## config.mk

```make
export PLATFORM = sky130hd
export DESIGN_NAME = seg7_reader_flat
export DESIGN_NICKNAME = d
export VERILOG_FILES = /design/src/rtl/seg7_reader_if.sv /design/src/rtl/seg7_reader.sv /design/src/flat_wrapper.sv
export SDC_FILE = /design/constraint.sdc
export NUM_CORES = 1
export LEC_CHECK = 0
export BUFFER_PORTS_ARGS = -buffer_cell sky130_fd_sc_hd__buf_4
export CAP_MARGIN = 10
export CORE_UTILIZATION = 50
export DETAILED_ROUTE_END_ITERATION = 8
export PLACE_DENSITY = 0.69
export SLEW_MARGIN = 20
export SYNTH_ARGS = -nofsm -noshare
export SYNTH_HDL_FRONTEND = slang
export SYNTH_SLANG_ARGS = --single-unit
```

## constraint.sdc

```tcl
create_clock -name clk -period 1.98 [get_ports clk]
set_input_delay 0.099 -clock clk [delete_from_list [all_inputs] [get_ports clk]]
set_output_delay 0.099 -clock clk [all_outputs]
set_load 0.02 [all_outputs]
```

## src/rtl/seg7_reader_if.sv

```systemverilog
// Result channel of seg7_reader: decoded digit/err with a valid/ready handshake
// and the sticky overrun flag.
interface seg7_reader_if;
    logic [3:0] digit;
    logic       err;
    logic       valid;
    logic       ready;
    logic       overrun;

    modport master (output digit, output err, output valid, output overrun, input ready);
    modport slave  (input digit, input err, input valid, input overrun, output ready);
endinterface

```

## src/rtl/seg7_reader.sv

```systemverilog
// seg7_reader: synchronises, debounces and decodes an active-low 7-segment bus.
// Define SEG7_READER_HEX_EN to also decode the hex glyphs A..F to values 10..15.
module seg7_reader #(
    parameter int STABLE_CYCLES = 4
) (
    input  logic             clk,
    input  logic             rst,
    input  logic [6:0]       seg_in,
    seg7_reader_if.master    bus
);
    localparam int          CW       = $clog2(STABLE_CYCLES + 1);
    localparam logic [CW-1:0] CNT_MAX = CW'(STABLE_CYCLES);
    localparam logic [CW-1:0] CNT_PRE = CW'(STABLE_CYCLES - 1);
    localparam logic [6:0]  BLANK    = 7'h7F;

    typedef enum logic [0:0] {EMPTY = 1'b0, FULL = 1'b1} slot_e;

    // Returns {err, digit}; unknown glyphs decode to err=1, digit=0.
    function automatic logic [4:0] decode_seg(input logic [6:0] pat);
        logic [4:0] r;
        case (pat)
            7'h40:   r = 5'h00;
            7'h79:   r = 5'h01;
            7'h24:   r = 5'h02;
            7'h30:   r = 5'h03;
            7'h19:   r = 5'h04;
            7'h12:   r = 5'h05;
            7'h02:   r = 5'h06;
            7'h78:   r = 5'h07;
            7'h00:   r = 5'h08;
            7'h10:   r = 5'h09;
`ifdef SEG7_READER_HEX_EN
            7'h08:   r = 5'h0A;
            7'h03:   r = 5'h0B;
            7'h46:   r = 5'h0C;
            7'h21:   r = 5'h0D;
            7'h06:   r = 5'h0E;
            7'h0E:   r = 5'h0F;
`endif
            default: r = 5'h10;
        endcase
        return r;
    endfunction

    logic [6:0]    sync1_q, sync1_d;
    logic [6:0]    sync2_q, sync2_d;
    logic [6:0]    prev_q,  prev_d;
    logic [CW-1:0] cnt_q,   cnt_d;
    logic [6:0]    last_q,  last_d;
    slot_e         state_q, state_d;
    logic [3:0]    digit_q, digit_d;
    logic          err_q,   err_d;
    logic          overrun_q, overrun_d;

    logic          same_s;
    logic          accept_s;
    logic          blank_s;
    logic          result_s;
    logic [4:0]    dec_s;

    // Synchroniser, stability counter and last-emitted tracking.
    always_comb begin
        sync1_d  = seg_in;
        sync2_d  = sync1_q;
        prev_d   = sync2_q;
        same_s   = (sync2_q == prev_q);
        blank_s  = (sync2_q == BLANK);
        // Acceptance fires on the single sample where the count reaches its ceiling.
        accept_s = same_s && (cnt_q == CNT_PRE);
        result_s = accept_s && !blank_s && (sync2_q != last_q);
        dec_s    = decode_seg(sync2_q);

        if (!same_s) begin
            cnt_d = {CW{1'b0}};
        end else if (cnt_q != CNT_MAX) begin
            cnt_d = cnt_q + CW'(1);
        end else begin
            cnt_d = cnt_q;
        end

        if (accept_s && blank_s) begin
            last_d = BLANK;
        end else if (result_s) begin
            last_d = sync2_q;
        end else begin
            last_d = last_q;
        end
    end

    // Output slot next-state and data.
    always_comb begin
        state_d   = state_q;
        digit_d   = digit_q;
        err_d     = err_q;
        overrun_d = overrun_q;
        case (state_q)
            EMPTY: begin
                if (result_s) begin
                    state_d = FULL;
                    digit_d = dec_s[3:0];
                    err_d   = dec_s[4];
                end else begin
                    state_d = EMPTY;
                end
            end
            FULL: begin
                if (bus.ready) begin
                    if (result_s) begin
                        state_d = FULL;
                        digit_d = dec_s[3:0];
                        err_d   = dec_s[4];
                    end else begin
                        state_d = EMPTY;
                    end
                end else if (result_s) begin
                    overrun_d = 1'b1;
                end else begin
                    state_d = FULL;
                end
            end
            default: begin
                state_d = EMPTY;
            end
        endcase
    end

    // State registers with synchronous reset.
    always_ff @(posedge clk) begin
        if (rst) begin
            sync1_q   <= BLANK;
            sync2_q   <= BLANK;
            prev_q    <= BLANK;
            cnt_q     <= {CW{1'b0}};
            last_q    <= BLANK;
            state_q   <= EMPTY;
            digit_q   <= 4'h0;
            err_q     <= 1'b0;
            overrun_q <= 1'b0;
        end else begin
            sync1_q   <= sync1_d;
            sync2_q   <= sync2_d;
            prev_q    <= prev_d;
            cnt_q     <= cnt_d;
            last_q    <= last_d;
            state_q   <= state_d;
            digit_q   <= digit_d;
            err_q     <= err_d;
            overrun_q <= overrun_d;
        end
    end

    assign bus.valid   = (state_q == FULL);
    assign bus.digit   = digit_q;
    assign bus.err     = err_q;
    assign bus.overrun = overrun_q;
endmodule

```

## src/flat_wrapper.sv

```systemverilog
// flat-port wrapper written by rule: the top's interface ports become plain ports
module seg7_reader_flat 
#(
    parameter int STABLE_CYCLES = 4
)
  (clk, rst, seg_in, bus_digit, bus_err, bus_valid, bus_overrun, bus_ready);
  seg7_reader_if bus_i ();
  input  logic clk;
  input  logic rst;
  input  logic [6:0] seg_in;
  output wire logic [$bits(bus_i.digit)-1:0] bus_digit;
  output wire logic [$bits(bus_i.err)-1:0] bus_err;
  output wire logic [$bits(bus_i.valid)-1:0] bus_valid;
  output wire logic [$bits(bus_i.overrun)-1:0] bus_overrun;
  input wire logic [$bits(bus_i.ready)-1:0] bus_ready;
  assign bus_digit = bus_i.digit;
  assign bus_err = bus_i.err;
  assign bus_valid = bus_i.valid;
  assign bus_overrun = bus_i.overrun;
  assign bus_i.ready = bus_ready;
  seg7_reader #(.STABLE_CYCLES(STABLE_CYCLES)) u_core (.clk(clk), .rst(rst), .seg_in(seg_in), .bus(bus_i));
endmodule
```

# Word level (Yosys, flattened, before mapping)
# Index checks and enable logic that the tools add are counted.
# word_totals
reg_bits	38
word_cells	47
input_bits	10
out_inout_bits	7
# op_classes
n_eq_ne	15
addsub	1
bitwise_logic	3
muxes	10
n_reduce_logical	9
# ops
cell	n
5-bit case mux with 10 select lines	1
7-bit == test, second input constant	4
7-bit by 5-bit == test with 1-bit output, second input constant	3
7-bit by 6-bit == test with 1-bit output, second input constant	2
4-bit 2-to-1 mux	2
4-bit case mux with 2 select lines	1
7-bit by 2-bit == test with 1-bit output, second input constant	1
7-bit == test	1
7-bit zero test	1
7-bit != test	1
1-bit logical AND	4
1-bit 2-to-1 mux	4
1-bit case mux with 2 select lines	2
2-bit OR reduction	2
3-bit by 1-bit adder with 3-bit output, second input constant	1
3-bit by 2-bit == test with 1-bit output, second input constant	1
3-bit != test, second input constant	1
1-bit NOT	3
3-bit AND reduction	1
2-bit != test, second input constant	1
1-bit zero test	1

# Logic depth before layout (Yosys ltp)
# Gate-level depths: netlist (run 1).
# logic_depth
ltp_word	7
ltp_mapped	6
ltp_nobuf	6

# Least setup slack after synthesis (run 1)
# Ideal clock, no wire load.
# synth_path
path_kind	reg-to-reg
start	register u_core.sync2_q[1], in the netlist u_core.prev_d[1]
end	register u_core.digit_q[0], in the netlist u_core.bus.digit[0]
arrival_ns	1.467
path_stages_with_launch	6
path_slack_ns	0.392
setup_ns	0.121
path_buffers	1
required_time_ns	1.859
period_less_slack_ns	1.588
cell_sequence	dfxtp_1 buf_6 xor2_1 o41a_4 nand3_4 mux2_4
# synth_via
elab_chain_len	7
elab_cells_between_ends	21
cone_classes	eq/ne: 12; mux: 4; reduce/logical: 5
# synth_lines
element	line_no	rtl
start: declaration	seg7_reader.sv:46	logic [6:0] sync2_q, sync2_d;
start signal: assignment	seg7_reader.sv:141	sync2_q <= sync2_d;
branches (longest 4 deep; another with 5-bit case mux with 10 select lines)	n/a	
4-bit 2-to-1 mux *	seg7_reader.sv:98, seg7_reader.sv:108	
4-bit 2-to-1 mux	seg7_reader.sv:107	if (bus.ready) begin
4-bit case mux with 2 select lines *	seg7_reader.sv:96	case (state_q)
end signal: assignment	seg7_reader.sv:146	digit_q <= digit_d;
end: declaration	seg7_reader.sv:51	logic [3:0] digit_q, digit_d;
# Every way passes the cells marked *. The select of a mux whose other input is x is not followed.
# A chain may end at the register's enable or synchronous reset.

# Worst setup path in the final report (run 1)
# layout_path
start	register u_core.sync2_q[3], in the netlist u_core.prev_d[3]
end	register u_core.digit_q[0], in the netlist u_core.bus.digit[0]
# The elaborated chain is that of the path after synthesis.

==> flow_summary_export.csv, run 1 <==
group,metric,value,unit
status,outcome,"finished clean",
logic_synthesis,synthArstFlopShare,0,%
sta,rsz0062_at_grt,"false",
setup_path,rrSetupSlack,0.13,ns
sta,max_clock_freq,540,MHz
sta,hold_slack,0.0804,ns
setup_path,reg2reg_to,"u_core.bus.digit[0]",
power_and_ir_drop,powerDensity,674,nW/µm²
logic_synthesis,syn_avg_cell_area,10.6,µm²
cells_and_area,final_nets,201,
logic_synthesis,ys_types,44,
setup_path,cp-end-kind,"register",
setup_path,arrival,2.10,ns
placement,gp_congestion,0.939,
power_and_ir_drop,clkPwrFrac,30.5,%
cells_and_area,drive_above_1_share,31.2,%
detailed_routing,dr_total_vias,1222,
power_and_ir_drop,ir_worst_vdd,0.511,mV
sta,period_needed,1.85,ns
setup_path,worstReg2RegStart,"u_core.prev_d[3]",
logic_synthesis,synthesis.nets,180,
logic_synthesis,synth_area_leaders,"dfxtp_1 (43%), or2_2 (7.4%), xnor2_2 (5.5%), xnor2_1 (4.0%), a211o_1 (3.5%)",
setup_path,crit_type,"reg -> reg",
placement,dp.cells,220,
floorplan,die_h,61.5,µm
power_and_ir_drop,total_power,1350,µW
min_path,holdPathEnd,"u_core.bus.valid",
power_and_ir_drop,p_leak,0.000810,µW
clock_tree,cts_max_path_buffers,2,
clock_tree,clkLatencyLatePin,0.35,ns
logic_synthesis,synth_edf_count,0,
setup_path,ff2ff_path_depth,5,
cells_and_area,mostFrequentLayoutCells,"dfxtp_1 (38), or2_2 (21), buf_4 (17)",
min_path,holdPathStages,2,
logic_synthesis,synth_top_area_share,42.9,%
power_and_ir_drop,p_int,1030,µW
setup_path,worstPathMaxFanout,12,
sta,fin_crit_sh,93.5,%
logic_synthesis,syn_area,1770,µm²
min_path,hold_class,"in -> reg",
cells_and_area,layout_commonest_cell,"dfxtp_1",
floorplan,floorplan.initialDensity,52.7,%
placement,place_hpwl,1990,µm
sta,worst_slew_pin_slew,0.491,ns
detailed_routing,drt_pass1_iterations,4,
clock_tree,cts-buffers-inserted,5,
setup_path,cp-start-kind,"register",
floorplan,fp.coreArea,3360,µm²
floorplan,die_w,61.5,µm
grt,grt_pass1_vias,1115,
grt,grt_pass1_wl,4730,µm
power_and_ir_drop,seqPwrFrac,59.9,%
floorplan,die_area,3790,µm²
cells_and_area,diodes,0,
clock_tree,cts_root_buf,"clkbuf_4",
sta,setup-violations-final,0,
logic_synthesis,synth_area_leader_cell,"dfxtp_1",
setup_path,cp.required,2.23,ns
grt,antenna_found_initial,0,
clock_tree,cts_tree,"built",
clock_tree,htree_levels,2,
cells_and_area,area_delta_synth_final,12.8,%
placement,io_buffers,16,
power_and_ir_drop,p_comb_share,9.6,%
placement,placed_area,1870,µm²
clock_tree,cts_resized,0,
logic_synthesis,synthCells,167,
sta,final_hold_viol_count,0,
cells_and_area,nFillCells,328,
detailed_routing,viasPerCell,5.20,
sta,skew,0.00583,ns
floorplan,io-pin-count,17,
grt,grt_max_degree,29,
detailed_routing,ant_nets,0,
power_and_ir_drop,p_sw_share,23.9,%
logic_synthesis,synth_ff_type,"dfxtp_1",
detailed_routing,wire_per_inst,11.9,µm
sta,final.setup.tns,0,ns
grt,grt.overflow.total,0,
sta,drv_slew,0,
clock_tree,path_clk_slew,0.11,ns
logic_synthesis,ys_seq_elements,38,
floorplan,std_cell_rows,21,
grt,gr-usage-all-layers,17.9,%
min_path,min_from,"rst",
logic_synthesis,synth_warnings,0,
clock_tree,numClockSinks,38,
sta,max_slew_margin,67.2,%
cells_and_area,fin_area,2000,µm²
detailed_routing,drcViolationCount,0,
logic_synthesis,ys_seq_area_share,42.9,%
power_and_ir_drop,power_switching,323,µW
cells_and_area,seq_area,761,µm²
detailed_routing,wirelength,2790,µm
job,cap_violations,0,
detailed_routing,drt_iter0_drc,51,
cells_and_area,finalNonFillerCells,235,
cells_and_area,multi_input_area,910,µm²
-- how the worst max path moves through the flow --
stage	startpoint	end	slack, ns
final	u_core.prev_d[3]	u_core.bus.digit[0]	0.13
after global routing	u_core.prev_d[5]	u_core.bus.digit[0]	0.02
after CTS	u_core.prev_d[3]	u_core.bus.digit[0]	0.12
after detailed placement	u_core.prev_d[3]	u_core.bus.digit[0]	0.13
after global placement	u_core.prev_d[2]	u_core.bus.digit[0]	0.17
after floorplan	u_core.prev_d[1]	u_core.bus.digit[0]	0.39
-- area by class of cell --
type                            instances  area share (%)
Clock buffer                            7            2.75
Sequential cell                        38            38.0
Inverter                                4           0.750
Tap cell                               46            2.88
Multi-Input combinational cell        115            45.5
Timing Repair Buffer                   24            9.88
Clock inverter                          1           0.250
-- layer usage --
metal,vias to the layer above,part of all wire [%],track usage [%],routed length [µm]
met1,570,43,19.6,1200
met2,32,50,30.3,1390
met4,0,2.0,7.62,55
met5,-,0,0,0
met3,6,5.4,7.56,152
li1,614,-,-,-
-- sequential cells by signal, summed over array words and instances, names as in the netlist --
signal	flops
u_core.bus.digit	4
u_core.bus.err	1
u_core.bus.overrun	1
u_core.bus.valid	1
u_core.cnt_q	3
u_core.last_q	7
u_core.prev_d	7
u_core.prev_q	7
u_core.sync1_q	7
-- metrics by stage --
step                      worst slack [ns]  utilization (%)
after floorplan                      0.392                -
after global placement               0.174             55.6
after detailed placement             0.132             55.6
after CTS                            0.121             59.5
after global routing                0.0203             59.5
final                                0.129             59.5
-- power by group through the flow --
stage                     Combinational (µW)  Sequential (µW)  Clock (µW)
after floorplan                          116              810           0
after global placement                   118              825           0
after detailed placement                 121              827           0
after CTS                                132              809         420
after global routing                     143              813         458
final                                    130              808         411
-- synth_stat cells (all sizes together) (3+ instances only) --
| library cell | count |
|---|---|
| dfxtp | 38 |
| or2 | 21 |
| xnor2 | 14 |
| nand2 | 13 |
| buf | 8 |
| a211o | 7 |
| and3 | 7 |
| nor2 | 7 |
| a21oi | 5 |
| nand3 | 5 |
| nand4 | 5 |
| mux2i | 4 |
| ha | 3 |
| inv | 3 |
| xor2 | 3 |
-- cell families (layout without fill, tap and decap cells) --
| logic type | Yosys count | in the layout | share of synthesized area (%) |
|---|---|---|---|
| flops | 38 | 38 | 42.9 |
| compound gates | 20 | 20 | 9.53 |
| simple gates | 70 | 70 | 25.6 |
| fa+ha+maj | 3 | 3 | 2.12 |
| mux | 5 | 5 | 3.10 |
| xor+xnor | 17 | 17 | 10.9 |
| buf+inv | 14 | 36 | 5.79 |
-- repair_timing --
action	4_1_cts	5_1_grt
hold buffers	7	0
buffers inserted	0	0
endpoints found under the setup margin	0	0
endpoints found under the hold margin	7	0
-- worst max-delay path: stages (launching register included) --
cell     delay, ns
dfxtp_1       0.61
xnor2_1       0.17
nand4_1       0.12
o41a_4        0.42
nand3_4       0.12
mux2_4        0.31
Power figures use the tool's default switching activity.
==> run 2: changes to the inputs <==
--- a/config.mk
+++ b/config.mk
@@ -5,11 +5,11 @@
 export SDC_FILE = /design/constraint.sdc
 export NUM_CORES = 1
 export LEC_CHECK = 0
-export BUFFER_PORTS_ARGS = -buffer_cell sky130_fd_sc_hd__buf_4
 export CAP_MARGIN = 10
-export CORE_UTILIZATION = 50
+export CORE_UTILIZATION = 61
 export DETAILED_ROUTE_END_ITERATION = 8
-export PLACE_DENSITY = 0.69
+export DONT_BUFFER_PORTS = 1
+export PLACE_DENSITY = 0.77
 export SLEW_MARGIN = 20
 export SYNTH_ARGS = -nofsm -noshare
 export SYNTH_HDL_FRONTEND = slang
==> flow_summary_export.csv, run 2 (synthesis results as in run 1) <==
group,metric,value,unit
clock_tree,clkLatencyLatePin,0.33,ns
job,cap_violations,0,
clock_tree,cts_max_path_buffers,2,
placement,io_buffers,0,
sta,max_slew_margin,55.8,%
placement,place_ws,0.121,ns
power_and_ir_drop,ir_worst_vdd,0.732,mV
setup_path,cp-start-kind,"register",
clock_tree,cts_tree,"built",
sta,postLayoutSetupSlackWorst,0.115,ns
detailed_routing,wirelength,2840,µm
detailed_routing,dr_total_vias,1162,
grt,antenna_found_initial,0,
floorplan,floorplan.initialDensity,64.3,%
cells_and_area,mostFrequentLayoutCells,"dfxtp_1 (36), or2_2 (21), nand2_1 (12)",
detailed_routing,drt_pass1_iterations,5,
grt,grt_pass1_wl,5010,µm
detailed_routing,ant_nets,0,
sta,skew,0.0103,ns
detailed_routing,drcViolationCount,0,
sta,fin_crit_sh,94.2,%
status,outcome,"finished clean",
grt,grt_pass1_vias,1132,
setup_path,path_cells,"xnor2_1, nand4_1, o41a_4, nand3_4, mux2_4",
floorplan,die_area,3130,µm²
clock_tree,cts_root_buf,"clkbuf_4",
setup_path,crit_type,"reg -> reg",
setup_path,cp.required,2.20,ns
cells_and_area,area_delta_synth_final,8.33,%
cells_and_area,final_nets,186,
clock_tree,htree_levels,2,
sta,final.setup.tns,0,ns
floorplan,die_h,55.9,µm
detailed_routing,wire_per_inst,13.9,µm
cells_and_area,drive_above_1_share,26.4,%
clock_tree,numClockSinks,38,
sta,rsz0062_at_grt,"false",
sta,final_hold_viol_count,0,
setup_path,max_stage_delay,0.60,ns
clock_tree,path_clk_slew,0.12,ns
power_and_ir_drop,p_leak,0.000752,µW
setup_path,worstPathMaxFanout,11,
setup_path,cp-end-kind,"register",
clock_tree,cts-buffers-inserted,5,
power_and_ir_drop,powerDensity,822,nW/µm²
floorplan,io-pin-count,17,
cells_and_area,diodes,0,
placement,gp_congestion,0.966,
grt,grt_max_degree,26,
grt,gr-usage-all-layers,21.2,%
sta,drv_slew,0,
min_path,hold_class,"in -> reg",
floorplan,die_w,55.9,µm
cells_and_area,layout_commonest_cell,"dfxtp_1",
detailed_routing,viasPerCell,5.67,
floorplan,std_cell_rows,19,
sta,worst_slew_pin_slew,0.661,ns
floorplan,fp.coreArea,2760,µm²
setup_path,arrival,2.09,ns
detailed_routing,drt_iter0_drc,40,
cells_and_area,utilization,69.6,%
sta,period_needed,1.86,ns
sta,max_clock_freq,536,MHz
setup_path,cp_slowest_cell,"dfxtp_1",
sta,setup-violations-final,0,
placement,place_hpwl,1950,µm
grt,grt.overflow.total,0,
[run 2: cell count changes in the layout (fill, tap and decap cells not counted)]
cell           before  now
clkinv_4            0    1
dlygate4sd3_1       7    8
dfxtp_1            38   36
clkbuf_8            1    0
buf_4              17    1
clkbuf_1            1    0
dfxtp_2             0    2
bufinv_16           0    2
clkinv_2            1    0
[run 2: critical path: cells and delay by family, from the launching register on]
kind             cells  cell delay [ns]
flip-flops           1             0.60
AO/OA/AOI/OAI        1             0.42
multiplexers         1             0.31
AND/OR/NAND/NOR      2             0.25
XOR/XNOR             1             0.18
[run 2: area by class of cell]
| cell class | instances | area [µm²] |
|---|---|---|
| Clock inverter | 3 | 68.8 |
| Fill cell | 222 | 837 |
| Sequential cell | 38 | 763 |
| Inverter | 4 | 15.0 |
| Timing Repair Buffer | 9 | 87.6 |
| Tap cell | 31 | 38.8 |
| Clock buffer | 5 | 37.5 |
| Multi-Input combinational cell | 115 | 910 |
[run 2: routing by layer]
| layer | part of all wire (%) | vias to the layer above | routed length (µm) | GRT usage [%] |
|---|---|---|---|---|
| li1 | - | 584 | - | - |
| met1 | 43 | 531 | 1220 | 25.2 |
| met2 | 49 | 41 | 1400 | 33.9 |
| met3 | 5.7 | 6 | 162 | 7.67 |
| met4 | 1.8 | 0 | 51 | 10.8 |
| met5 | 0 | - | 0 | 0 |
[run 2: path summary, 6_finish.rpt]
check / startpoint / endpoint / slack [ns] / cells after the start
max: u_core.prev_d[4] / u_core.bus.digit[0] / 0.12 / 5
min: rst / u_core.bus.digit[0] / 0.04 / 2
max reg2reg: u_core.prev_d[4] / u_core.bus.digit[0] / 0.12 / 5
min reg2reg: u_core.sync1_q[3] / u_core.prev_d[3] / 0.42 / 1
[run 2: metrics by stage]
step                      power [µW]  area, µm²  std cells  hold WS [ns]
after floorplan                  927       1770        167         0.203
after global routing            1650       1920        205        0.0251
after CTS                       1600       1920        205        0.0253
after global placement           923       1730        189         0.172
after detailed placement         928       1730        189         0.179
final                           1580       1920        205        0.0368
[run 2: power by group]
group | switching [µW] | internal (µW)
combinational | 57.5 | 61.5
sequential | 25.6 | 784
clock | 256 | 395
total | 339 | 1240
[run 2: what timing repair did]
action	in CTS	in global routing
gates resized for setup	0	2
endpoints found under the hold margin	27	0
hold buffers	8	0
setup endpoints to repair	0	1
setup buffers	0	0
==> run 3: changes to the inputs <==
--- a/config.mk
+++ b/config.mk
@@ -10,6 +10,7 @@
 export DETAILED_ROUTE_END_ITERATION = 8
 export DONT_BUFFER_PORTS = 1
 export PLACE_DENSITY = 0.77
+export SETUP_SLACK_MARGIN = 0.5
 export SLEW_MARGIN = 20
 export SYNTH_ARGS = -nofsm -noshare
 export SYNTH_HDL_FRONTEND = slang
==> flow_summary_export.csv, run 3 (synthesis results as in run 1) <==
group,metric,value,unit
status,outcome,"finished clean",
placement,io_buffers,0,
cells_and_area,drive_above_1_share,43.4,%
detailed_routing,wire_per_inst,17.8,µm
setup_path,crit_end,"u_core.bus.err",
setup_path,worstReg2RegStart,"u_core.prev_d[3]",
sta,rsz0062_at_grt,"true",
cells_and_area,mostFrequentLayoutCells,"dfxtp_1 (29), or2_2 (21), nand2_1 (12), buf_4 (12)",
setup_path,ff2ff_path_depth,6,
cells_and_area,diodes,0,
setup_path,cp-start-kind,"register",
floorplan,std_cell_rows,19,
sta,max_slew_margin,53.6,%
cells_and_area,layout_commonest_cell,"dfxtp_1",
sta,drv_slew,0,
setup_path,arrival,1.96,ns
placement,place_ws,0.133,ns
clock_tree,numClockSinks,38,
setup_path,crit_type,"reg -> reg",
sta,postLayoutSetupSlackWorst,0.262,ns
cells_and_area,nFillCells,156,
cells_and_area,utilization,79.6,%
sta,period_needed,1.72,ns
detailed_routing,drt_pass1_iterations,4,
clock_tree,htree_levels,2,
power_and_ir_drop,powerDensity,685,nW/µm²
power_and_ir_drop,ir_worst_vdd,0.619,mV
job,cap_violations,0,
grt,gr-usage-all-layers,25.3,%
detailed_routing,viasPerCell,5.92,
grt,grt_pass1_wl,6010,µm
grt,antenna_found_initial,0,
setup_path,critPathLaunch,"u_core.prev_d[3]",
placement,place_hpwl,1930,µm
detailed_routing,drcViolationCount,0,
setup_path,rrSetupSlack,0.26,ns
sta,fin_crit_sh,86.8,%
clock_tree,cts_max_path_buffers,2,
floorplan,floorplan.initialDensity,64.3,%
clock_tree,cts_root_buf,"clkbuf_4",
detailed_routing,drt_iter0_drc,86,
sta,worst_slew_pin_slew,0.694,ns
cells_and_area,area_delta_synth_final,23.8,%
sta,max_clock_freq,582,MHz
setup_path,cp-end-kind,"register",
clock_tree,path_clk_slew,0.11,ns
detailed_routing,dr_total_vias,1303,
setup_path,reg2reg_to,"u_core.bus.err",
clock_tree,cts_tree,"built",
placement,gp_congestion,0.969,
cells_and_area,final_nets,201,
clock_tree,cts-buffers-inserted,5,
floorplan,die_w,55.9,µm
sta,hold_slack,0.0154,ns
setup_path,cp.required,2.23,ns
floorplan,die_h,55.9,µm
setup_path,worstPathMaxFanout,6,
min_path,hold_class,"in -> reg",
power_and_ir_drop,p_leak,0.000841,µW
floorplan,die_area,3130,µm²
grt,grt_max_degree,26,
clock_tree,clkLatencyLatePin,0.35,ns
detailed_routing,ant_nets,0,
sta,final_hold_viol_count,0,
sta,setup-violations-final,0,
detailed_routing,wirelength,3920,µm
floorplan,fp.coreArea,2760,µm²
floorplan,io-pin-count,17,
sta,final.setup.tns,0,ns
grt,grt.overflow.total,0,
sta,skew,0.00997,ns
grt,grt_pass1_vias,1270,
run 3: final cells by class:
cell class                 instances  area, µm²  share of cell area, %
timing repair buffer              23        230                   10.5
inverter                           4       15.0                  0.684
clock buffer                       5       37.5                   1.71
clock inverter                     3       40.0                   1.82
tap                               31       38.8                   1.77
sequential                        38        790                   36.0
multi-input combinational        116       1040                   47.5
run 3: what timing repair did:
action / in CTS / in global routing
pin swaps: 1 / 4
setup endpoints to repair: 17 / 17
hold buffers: 8 / 0
gates resized for setup: 24 / 11
hold endpoints to repair: 27 / 0
setup buffers: 11 / 3
cloned: 1 / 0
run 3: worst min-delay path by stage:
stage	startpoint	endpoint	slack [ns]	depth (start not counted)
after detailed placement	rst	u_core.bus.valid	0.18	1
final	rst	u_core.bus.digit[0]	0.02	2
after global routing	rst	u_core.bus.digit[0]	0.02	2
after CTS	rst	u_core.bus.digit[0]	0.02	2
after floorplan	seg_in[0]	u_core.sync1_q[0]	0.20	1
after global placement	rst	u_core.bus.valid	0.17	1
run 3: critical path, stage by stage, from the launching register on:
cell and delay [ns]:
dfxtp_4 0.40, buf_4 0.14, nor4bb_1 0.35, nand2_1 0.17, o311ai_1 0.32, or4_1 0.18, mux2i_1 0.06
run 3: layer usage:
| layer | global-route usage, % | vias to the layer above | share of wire, % |
|---|---|---|---|
| met5 | 0 | - | 0 |
| li1 | - | 621 | - |
| met3 | 8.60 | 15 | 7.3 |
| met2 | 43.7 | 63 | 49 |
| met1 | 29.3 | 604 | 40 |
| met4 | 9.06 | 0 | 3.5 |
run 3: power breakdown:
| part | total [µW] | internal, µW | switching [µW] |
|---|---|---|---|
| Sequential | 802 | 779 | 22.9 |
| Combinational | 185 | 97.8 | 87.5 |
| Clock | 517 | 261 | 255 |
run 3: metrics by stage:
step	std cells	total power [µW]	cell area, µm²
5_1_grt	220	1560	2190
6_report	220	1500	2190
3_3_place_gp	189	923	1730
3_5_place_dp	189	928	1730
4_1_cts	217	1470	2090
2_1_floorplan	167	927	1770
